**config.mk**
```make
export PLATFORM = sky130hd
export DESIGN_NAME = debug_host_master
export DESIGN_NICKNAME = d
export VERILOG_FILES = /design/src/rtl/debug_pkg.sv /design/src/rtl/debug_word_packer.sv /design/src/rtl/debug_host_master.sv
export SDC_FILE = /design/constraint.sdc
export NUM_CORES = 1
export LEC_CHECK = 0
export BUFFER_PORTS_ARGS = -buffer_cell sky130_fd_sc_hd__buf_2
export CORE_ASPECT_RATIO = 1.1
export CORE_MARGIN = 5
export CORE_UTILIZATION = 44
export DETAILED_ROUTE_END_ITERATION = 12
export GPL_TIMING_DRIVEN = 0
export PLACE_DENSITY = 0.65
export SYNTH_ARGS = -nofsm -noshare
export SYNTH_HDL_FRONTEND = slang
export SYNTH_SLANG_ARGS = --single-unit
```
**constraint.sdc**
```tcl
create_clock -name i_clk -period 5.4 [get_ports i_clk]
set_input_delay 1.08 -clock i_clk [delete_from_list [all_inputs] [get_ports i_clk]]
set_output_delay 1.08 -clock i_clk [all_outputs]
set_load 0.01 [all_outputs]
```
**src/rtl/debug_pkg.sv**
```systemverilog
// Shared constants for the host side of the pipeline debug protocol:
// opcode bytes, default widths and the host-master state encoding.
package debug_pkg;

    localparam int N_DEF          = 8;
    localparam int DATA_SZ_DEF    = 32;
    localparam int CNT_W_DEF      = 8;
    localparam int BYTES_PER_WORD = DATA_SZ_DEF / N_DEF;

    localparam logic [7:0] OP_LOAD_INST = 8'h4C;
    localparam logic [7:0] OP_STEP      = 8'h53;
    localparam logic [7:0] OP_RUN       = 8'h43;
    localparam logic [7:0] OP_READ_REGS = 8'h52;
    localparam logic [7:0] OP_READ_MEM  = 8'h4D;
    localparam logic [7:0] OP_READ_PC   = 8'h50;

    typedef enum logic [2:0] {
        ST_IDLE,
        ST_SEND_OP,
        ST_SEND_ARG,
        ST_RECV,
        ST_DONE
    } state_t;

endpackage

```
**src/rtl/debug_word_packer.sv**
```systemverilog
// Packs RX bytes MSB-first into response words; resp_valid pulses one cycle after the
// last byte of a word, resp_data holds until the next word. No backpressure: one byte per push.
module debug_word_packer #(
    parameter int N       = 8,
    parameter int DATA_SZ = 32
) (
    input  logic               clk,
    input  logic               rst_n,
    input  logic               clear,
    input  logic               push,
    input  logic [N-1:0]       rx_byte,
    output logic               word_done,
    output logic [DATA_SZ-1:0] resp_data,
    output logic               resp_valid
);

    localparam int BPW   = DATA_SZ / N;
    localparam int IDX_W = (BPW > 1) ? $clog2(BPW) : 1;

    logic [IDX_W-1:0]     byte_cnt;
    logic [DATA_SZ-N-1:0] word_q;
    logic [DATA_SZ-1:0]   shifted;

    // Only the low DATA_SZ-N bits need storing; the incoming byte completes the word.
    assign shifted   = {word_q, rx_byte};
    assign word_done = push && (byte_cnt == IDX_W'(BPW - 1));

    always_ff @(posedge clk or negedge rst_n) begin
        if (!rst_n) begin
            byte_cnt   <= '0;
            word_q     <= '0;
            resp_data  <= '0;
            resp_valid <= 1'b0;
        end else begin
            resp_valid <= word_done;
            if (word_done)
                resp_data <= shifted;
            if (clear) begin
                byte_cnt <= '0;
                word_q   <= '0;
            end else if (push) begin
                word_q   <= shifted[DATA_SZ-N-1:0];
                byte_cnt <= word_done ? '0 : byte_cnt + 1'b1;
            end
        end
    end

endmodule

```
**src/rtl/debug_host_master.sv**
```systemverilog
// UART debug command initiator: op (+ MSB-first arg) to TX, nresp words from RX; no-arg/no-resp
// command completes two cycles after accept. Stalls on TX full / RX empty; RECV aborts after TIMEOUT idle cycles.
module debug_host_master
    import debug_pkg::*;
#(
    parameter int N       = N_DEF,
    parameter int DATA_SZ = DATA_SZ_DEF,
    parameter int CNT_W   = CNT_W_DEF,
    parameter int TIMEOUT = 1_000_000
) (
    input  logic               i_clk,
    input  logic               i_reset,
    input  logic               i_cmd_valid,
    output logic               o_cmd_ready,
    input  logic [N-1:0]       i_cmd_op,
    input  logic               i_cmd_has_arg,
    input  logic [DATA_SZ-1:0] i_cmd_arg,
    input  logic [CNT_W-1:0]   i_cmd_nresp,
    output logic [N-1:0]       o_tx_data,
    output logic               o_wr,
    input  logic               i_tx_full,
    input  logic [N-1:0]       i_rx_data,
    input  logic               i_rx_empty,
    output logic               o_rd,
    output logic [DATA_SZ-1:0] o_resp_data,
    output logic               o_resp_valid,
    output logic               o_done,
    output logic               o_timeout,
    output logic               o_busy
);

    localparam int BPW   = DATA_SZ / N;
    localparam int IDX_W = (BPW > 1) ? $clog2(BPW) : 1;
    localparam int TO_W  = (TIMEOUT > 1) ? $clog2(TIMEOUT) : 1;

    state_t             state, state_nxt, after_send;
    logic [N-1:0]       op_q;
    logic               has_arg_q;
    logic [DATA_SZ-1:0] arg_q;
    logic [CNT_W-1:0]   nresp_q, word_cnt;
    logic [IDX_W-1:0]   byte_idx;
    logic [TO_W-1:0]    to_cnt;
    logic               in_recv, pop, word_done, all_words, to_hit;

    assign o_cmd_ready = (state == ST_IDLE);
    assign o_busy      = !o_cmd_ready;
    assign in_recv     = (state == ST_RECV);
    assign pop         = in_recv && o_rd;
    assign all_words   = (word_cnt == nresp_q);
    assign to_hit      = (to_cnt == TO_W'(TIMEOUT - 1));
    assign after_send  = (nresp_q != '0) ? ST_RECV : ST_DONE;

    always_comb begin
        state_nxt = state;
        o_tx_data = op_q;
        o_wr      = 1'b0;
        o_rd      = 1'b0;
        o_done    = 1'b0;
        o_timeout = 1'b0;
        case (state)
            ST_IDLE: begin
                o_rd = !i_rx_empty;  // stray bytes are discarded
                if (i_cmd_valid)
                    state_nxt = ST_SEND_OP;
            end
            ST_SEND_OP: begin
                o_wr = !i_tx_full;
                if (!i_tx_full)
                    state_nxt = has_arg_q ? ST_SEND_ARG : after_send;
            end
            ST_SEND_ARG: begin
                o_tx_data = arg_q[DATA_SZ-1 -: N];
                o_wr      = !i_tx_full;
                if (!i_tx_full && byte_idx == IDX_W'(BPW - 1))
                    state_nxt = after_send;
            end
            ST_RECV: begin
                // all_words is seen in the o_resp_valid cycle of the final word
                if (all_words) begin
                    state_nxt = ST_DONE;
                end else if (to_hit) begin
                    o_timeout = 1'b1;
                    state_nxt = ST_IDLE;
                end else begin
                    o_rd = !i_rx_empty;
                end
            end
            ST_DONE: begin
                o_done    = 1'b1;
                state_nxt = ST_IDLE;
            end
            default: state_nxt = ST_IDLE;
        endcase
    end

    always_ff @(posedge i_clk or negedge i_reset) begin
        if (!i_reset)
            state <= ST_IDLE;
        else
            state <= state_nxt;
    end

    always_ff @(posedge i_clk or negedge i_reset) begin
        if (!i_reset) begin
            op_q      <= '0;
            has_arg_q <= 1'b0;
            arg_q     <= '0;
            nresp_q   <= '0;
            word_cnt  <= '0;
            byte_idx  <= '0;
            to_cnt    <= '0;
        end else begin
            if (o_cmd_ready && i_cmd_valid) begin
                op_q      <= i_cmd_op;
                has_arg_q <= i_cmd_has_arg;
                arg_q     <= i_cmd_arg;
                nresp_q   <= i_cmd_nresp;
            end else if (state == ST_SEND_ARG && o_wr) begin
                arg_q <= {arg_q[DATA_SZ-N-1:0], {N{1'b0}}};
            end

            if (state != ST_SEND_ARG)
                byte_idx <= '0;
            else if (o_wr)
                byte_idx <= byte_idx + 1'b1;

            if (!in_recv)
                word_cnt <= '0;
            else if (word_done)
                word_cnt <= word_cnt + 1'b1;

            if (!in_recv || pop)
                to_cnt <= '0;
            else
                to_cnt <= to_cnt + 1'b1;
        end
    end

    debug_word_packer #(
        .N       (N),
        .DATA_SZ (DATA_SZ)
    ) u_packer (
        .clk        (i_clk),
        .rst_n      (i_reset),
        .clear      (!in_recv),
        .push       (pop),
        .rx_byte    (i_rx_data),
        .word_done  (word_done),
        .resp_data  (o_resp_data),
        .resp_valid (o_resp_valid)
    );

endmodule

```
# Word-level counts from Yosys, hierarchy flattened
# Index checks and enable logic that the tools add are counted.
[classes]
reduce_logical = 16
muxes = 29
n_eq_ne = 15
addsub = 4
[op_table]
columns = ["op", "count"]
rows = [
  ["$mux W32", 2],
  ["$mux W24", 2],
  ["$mux W8", 3],
  ["$mux W3", 7],
  ["$add A20 B1 Y20 const B", 1],
  ["$eq A20 B20 Y1 const B", 1],
  ["$mux W20", 1],
  ["$pmux W3 S4", 1],
  ["$mux W2", 5],
  ["$add A8 B1 Y8 const B", 1],
  ["$eq A8 B8 Y1", 1],
  ["$reduce_bool A8 Y1", 1],
  ["$mux W1", 7],
  ["$eq A3 B2 Y1 const B", 2],
  ["$ne A2 B2 Y1 const B", 3],
  ["$logic_and A1 B1 Y1", 5],
  ["$add A2 B1 Y2 const B", 2],
  ["$eq A2 B2 Y1 const B", 2],
  ["$logic_not A1 Y1", 4],
  ["$ne A2 B1 Y1 const B", 2],
  ["$reduce_and A4 Y1", 1],
  ["$reduce_bool A2 Y1", 2],
  ["$eq A3 B1 Y1 const B", 1],
  ["$eq A3 B3 Y1 const B", 1],
  ["6 further kinds", 6],
]
[totals]
wordCells = 76
register_bits = 141
output_inout_bits = 47
inputBits = 62

# Depth between registers and ports, before layout
[logic_depth]
ltp_word = 9
depth_mapped = 9
depth_no_buf = 6

# By module
# Synthesis repeated with hierarchy kept, for this count alone.
[unflattened]
cells_unflattened = 518
area_unflattened_um2 = 6381.1
[modules_own_cells]
columns = ["module", "seq_area_each_um2", "area_each_um2", "n_inst", "cells_each"]
rows = [
  ["debug_host_master", 2052.0, 3980.1, 1, 363],
  ["debug_word_packer", 1476.4, 2401.1, 1, 155],
]

# Least setup slack after synthesis
# Ideal clock, no wire load.
[synth_timing]
kind = "register to output"
from = "register to_cnt[7]"
to = "output port o_timeout"
stages_incl_launch_ff = 5
arrival_ns = 1.608
n_path_buf = 0
path_slack_ns = 2.712
t_required_ns = 4.320
cell_sequence = "dfrtp_1 > or4b_1 > nor3_4 > nand3_1 > nor3_1"
[synth_between]
elab_chain_len = 4
[synth_lines]
columns = ["item", "line_no", "rtl"]
rows = [
  ["start, declared", "debug_host_master.sv:42", "logic [TO_W-1:0] to_cnt;"],
  ["start signal, assigned", "debug_host_master.sv:135", "to_cnt <= to_cnt + 1'b1;"],
  ["$eq A20 B20 Y1", "debug_host_master.sv:50", "assign to_hit = (to_cnt == TO_W'(TIMEOUT - 1));"],
  ["$mux W1", "debug_host_master.sv:81", "end else if (to_hit) begin"],
  ["$mux W1", "debug_host_master.sv:79", "if (all_words) begin"],
  ["$mux W1", "debug_host_master.sv:60", "case (state)"],
  ["end, declared", "debug_host_master.sv:28", "output logic o_timeout,"],
]
# No other way between the ends.

# Worst setup path in the final report
[layout_timing]
from = "register word_cnt[1]"
to = "output port o_timeout"
[layout_between]
elab_chain_len = 3
[layout_lines]
columns = ["item", "line_no", "rtl"]
rows = [
  ["start, declared", "debug_host_master.sv:40", "logic [CNT_W-1:0] nresp_q, word_cnt;"],
  ["start signal, assigned", "debug_host_master.sv:130", "word_cnt <= word_cnt + 1'b1;"],
  ["$eq A8 B8 Y1", "debug_host_master.sv:49", "assign all_words = (word_cnt == nresp_q);"],
  ["$mux W1", "debug_host_master.sv:79", ""],
  ["$mux W1", "debug_host_master.sv:60", ""],
]
# No other way between the ends.

==> run_summary.xml <==
<?xml version="1.0" encoding="UTF-8"?>
<metrics>
  <group name="status">
    <metric name="outcome" unit="">finished, final reports clean</metric>
  </group>
  <group name="finish">
    <metric name="fill_cells" unit="">1280</metric>
    <metric name="multi_input_area" unit="sq um">2660</metric>
    <metric name="layout.cells.most_common" unit="">dfrtp_1</metric>
    <metric name="final_core_util" unit="%">54.3</metric>
    <metric name="layout.area.seq" unit="sq um">3530</metric>
    <metric name="finalNonFillerCells" unit="">882</metric>
    <metric name="most-common-layout-cells" unit="">141 x dfrtp_1, 114 x buf_2, 72 x nand2_1, 50 x mux2i_1, 49 x mux2_2</metric>
    <metric name="share_of_post_route_cells_with_drive_strength_above_1" unit="%">30.8</metric>
    <metric name="finish.net_count" unit="">742</metric>
    <metric name="syn2layout_area_growth" unit="%">21.7</metric>
  </group>
  <group name="logic_synthesis">
    <metric name="synth_fp_nets" unit="">615</metric>
    <metric name="postSynthRegisterBits" unit="">141</metric>
    <metric name="syn_area" unit="sq um">6420</metric>
    <metric name="synthFlopType" unit="">dfrtp_1</metric>
    <metric name="synth_top_area_share" unit="%">55.0</metric>
    <metric name="ys_async_sr_fraction" unit="%">100</metric>
    <metric name="post-synth-top-area-cell" unit="">dfrtp_1</metric>
    <metric name="synth_area_per_cell" unit="sq um">11.7</metric>
    <metric name="top_cells_by_area_synth" unit="">dfrtp_1 55%, mux2_2 8.6%, mux2i_1 7.8%, nand2_1 4.2%, o21ai_0 2.3%</metric>
    <metric name="postSynthCellCount" unit="">549</metric>
    <metric name="yosysUniqueCellTypes" unit="">43</metric>
    <metric name="synth.yosys.warnings" unit="">0</metric>
    <metric name="proportion_of_synthesized_chip_area_in_sequential_cells" unit="%">55.0</metric>
    <metric name="synth_edf_count" unit="">0</metric>
  </group>
  <group name="floorplan">
    <metric name="die_h" unit="um">137</metric>
    <metric name="ios" unit="">109</metric>
    <metric name="core_region_area" unit="sq um">14400</metric>
    <metric name="placementRows" unit="">46</metric>
    <metric name="initial_core_util" unit="%">44.6</metric>
    <metric name="die_x" unit="um">125</metric>
    <metric name="design.die.area" unit="sq um">17100</metric>
  </group>
  <group name="sta">
    <metric name="setup_viol" unit="">0</metric>
    <metric name="finalClockSkew" unit="ns">0.00757</metric>
    <metric name="maxSlewViolCount" unit="">0</metric>
    <metric name="max_clock_freq" unit="GHz">0.292</metric>
    <metric name="timing_worst_slew_pin_value" unit="ns">0.610</metric>
    <metric name="slew_headroom" unit="%">59.3</metric>
    <metric name="setup_tns" unit="ns">0</metric>
    <metric name="final-hold-violation-count" unit="">0</metric>
    <metric name="rsz0062_at_grt" unit="">no</metric>
    <metric name="timing.final.crit_period" unit="ns">3.43</metric>
    <metric name="post-route-period-util" unit="%">63.5</metric>
  </group>
  <group name="placed_design">
    <metric name="placedCellCount" unit="">849</metric>
    <metric name="buffer_ports.inserted" unit="">107</metric>
    <metric name="gp_congestion" unit="">0.786</metric>
    <metric name="hpwlAfterDp" unit="um">10400</metric>
  </group>
  <group name="clock_network">
    <metric name="clk_latency" unit="ns">0.41</metric>
    <metric name="htree_num_levels" unit="">4</metric>
    <metric name="cts.hold.buffers_added" unit="">0</metric>
    <metric name="clk_root_buffer_cell" unit="">clkbuf_16</metric>
    <metric name="cts_post_setup_buffers_inserted" unit="">0</metric>
    <metric name="post_cts.resized_instances" unit="">0</metric>
    <metric name="cts_tree" unit="">built</metric>
    <metric name="worst_setup_hold_path_clk_slew" unit="ns">0.06</metric>
    <metric name="max-clock-path-buffers" unit="">2</metric>
    <metric name="cts-buffers-inserted" unit="">17</metric>
    <metric name="clock-sinks" unit="">141</metric>
  </group>
  <group name="setup_path">
    <metric name="regToRegEndpoint" unit="">u_packer.resp_data[3]$_DFFE_PN0P_</metric>
    <metric name="crit_type" unit="">register to primary output</metric>
    <metric name="timing.critical_path.slowest_cell_delay" unit="ns">0.45</metric>
    <metric name="required" unit="ns">4.32</metric>
    <metric name="buffer_and_inverter_count_on_the_worst_path" unit="">2</metric>
    <metric name="critical_path.reg2reg.startpoint" unit="">to_cnt[7]$_DFF_PN0_</metric>
    <metric name="worstRegToRegCells" unit="">6</metric>
    <metric name="timing.critical_path.cells" unit="">xnor2_1, nand4_1, nor2_1, clkbuf_1, nor3_1, buf_2</metric>
    <metric name="cp_slowest_cell" unit="">dfrtp_1</metric>
    <metric name="worst-r2r-setup-slack" unit="ns">3.06</metric>
    <metric name="critical_path.top_delay_family" unit="">simple AND/OR/NAND/NOR gates</metric>
    <metric name="cp-start-kind" unit="">register</metric>
    <metric name="worstSetupEndpointType" unit="">primary output</metric>
    <metric name="critPathArrivalTime" unit="ns">2.35</metric>
    <metric name="crit_path_max_fanout" unit="">10</metric>
  </group>
  <group name="drt">
    <metric name="detailedRoute.firstIterationViolations" unit="">279</metric>
    <metric name="met2RoutedLength" unit="um">7200</metric>
    <metric name="wl_met3" unit="um">710</metric>
    <metric name="via_count" unit="">4561</metric>
    <metric name="routed.top_layer" unit="">met4</metric>
    <metric name="average_wire_per_standard_cell" unit="um">16.1</metric>
    <metric name="drt-met1-wl" unit="um">6070</metric>
    <metric name="avgViaCountPerCell" unit="">5.17</metric>
    <metric name="antenna_violating_nets_post_route" unit="">0</metric>
    <metric name="remaining_drc_errors" unit="">0</metric>
    <metric name="dr.pass1.iters" unit="">4</metric>
    <metric name="drt-total-wl" unit="um">14200</metric>
  </group>
  <group name="pwr">
    <metric name="vdd_ir_drop_max" unit="V">0.000198</metric>
    <metric name="leakagePower" unit="nW">3.72</metric>
    <metric name="pwr_density_cell" unit="nW/um^2">441</metric>
  </group>
  <group name="min_path">
    <metric name="whs_endpoint" unit="">to_cnt[0]$_DFF_PN0_</metric>
    <metric name="min-delay-path-class" unit="">register to register</metric>
    <metric name="whs_path_depth" unit="">1</metric>
    <metric name="hold_path_startpoint" unit="">to_cnt[0]$_DFF_PN0_</metric>
  </group>
  <group name="global_route">
    <metric name="grt_pass1_vias" unit="">4800</metric>
    <metric name="antenna_found_initial" unit="">0</metric>
    <metric name="grt_remaining_overflow" unit="">0</metric>
    <metric name="grtUsageTotal" unit="%">17.4</metric>
    <metric name="global_route_wire_length_before_repair" unit="um">24000</metric>
    <metric name="grt_max_degree" unit="">77</metric>
  </group>
  <group name="run">
    <metric name="max-cap-violations" unit="">0</metric>
  </group>
</metrics>
[per-stage QoR]
stage	cell area, sq um	worst slack (ns)	hold slack [ns]	total power [mW]
after global placement	7190	1.31	0.432	2.29
final	7810	1.97	0.448	3.44
after detailed placement	7230	2.43	0.447	2.32
after floorplan	6420	2.71	0.421	2.02
after CTS	7810	1.97	0.455	3.48
after global routing	7810	1.75	0.467	3.64
[kinds of logic after synthesis]
kind of cell | share of synthesized area (%)
and+or+nand+nor | 12.4
DFF | 55.0
muxes | 17.6
AOI/OAI and AO/OA | 6.73
buffers and inverters | 3.66
xor gates and xnor gates | 3.82
adders and majority gates | 0.780
[worst register-to-register path: stages (launching register included)]
cell     delay (ns)
dfrtp_1        0.43
or4b_1         0.61
nor3_4         0.27
a31oi_4        0.15
nand4_4        0.21
buf_6          0.20
mux2_2         0.35
[routing by layer]
layer / GRT usage, % / vias up
met5: 0 / -
met4: 6.08 / 0
met3: 4.61 / 18
met2: 29.8 / 115
met1: 21.5 / 2239
li1: - / 2189
[layout make-up]
cell class              instances  share of cell area, %
clock inverters                 6                   1.06
plain buffers                  32                   2.63
flip-flops and latches        141                   45.2
well taps                     192                   3.07
clock buffers                  26                   6.39
diodes                          1                 0.0320
inverters                       8                  0.384
repair buffers                108                   7.29
multi-input cells             368                   34.0
[Yosys cell counts, types with 9 or more instances]
cell type and n:
a21oi_1 14, buf_6 10, clkbuf_1 14, dfrtp_1 141, mux2_2 49, mux2i_1 50
nand2_1 72, nand3_1 13, nand4_1 9, nor2_1 29, nor3_1 9, o21ai_0 29
xnor2_1 16, xor2_1 12
[state kept, by name, summed over array words and instances (netlist names)]
register,flops
arg_q,32
u_packer.resp_data,32
u_packer.word_q,24
to_cnt,20
nresp_q,8
op_q,8
word_cnt,8
state,3
byte_idx,2
u_packer.byte_cnt,2
has_arg_q,1
u_packer.resp_valid,1
[worst max path at each step]
stage | end | startpoint | depth (start not counted) | slack [ns]
floorplan | o_timeout | to_cnt[7]$_DFF_PN0_ | 4 | 2.71
global placement | arg_q[4]$_DFFE_PN0P_ | i_reset | 1 | 1.31
detailed placement | o_timeout | word_cnt[1]$_DFFE_PN0P_ | 6 | 2.43
CTS | o_timeout | word_cnt[1]$_DFFE_PN0P_ | 6 | 1.97
global route | o_timeout | word_cnt[0]$_DFFE_PN0P_ | 6 | 1.75
finish | o_timeout | word_cnt[1]$_DFFE_PN0P_ | 6 | 1.97
[where the power goes]
| group | total, mW | internal [mW] | switching, mW | leakage, nW |
|---|---|---|---|---|
| Combinational | 0.876 | 0.391 | 0.485 | 1.55 |
| Sequential | 1.42 | 1.28 | 0.137 | 1.88 |
| Clock | 1.15 | 0.727 | 0.419 | 0.284 |
| Total | 3.44 | 2.40 | 1.04 | 3.72 |
(Power assumes the default switching activity.)
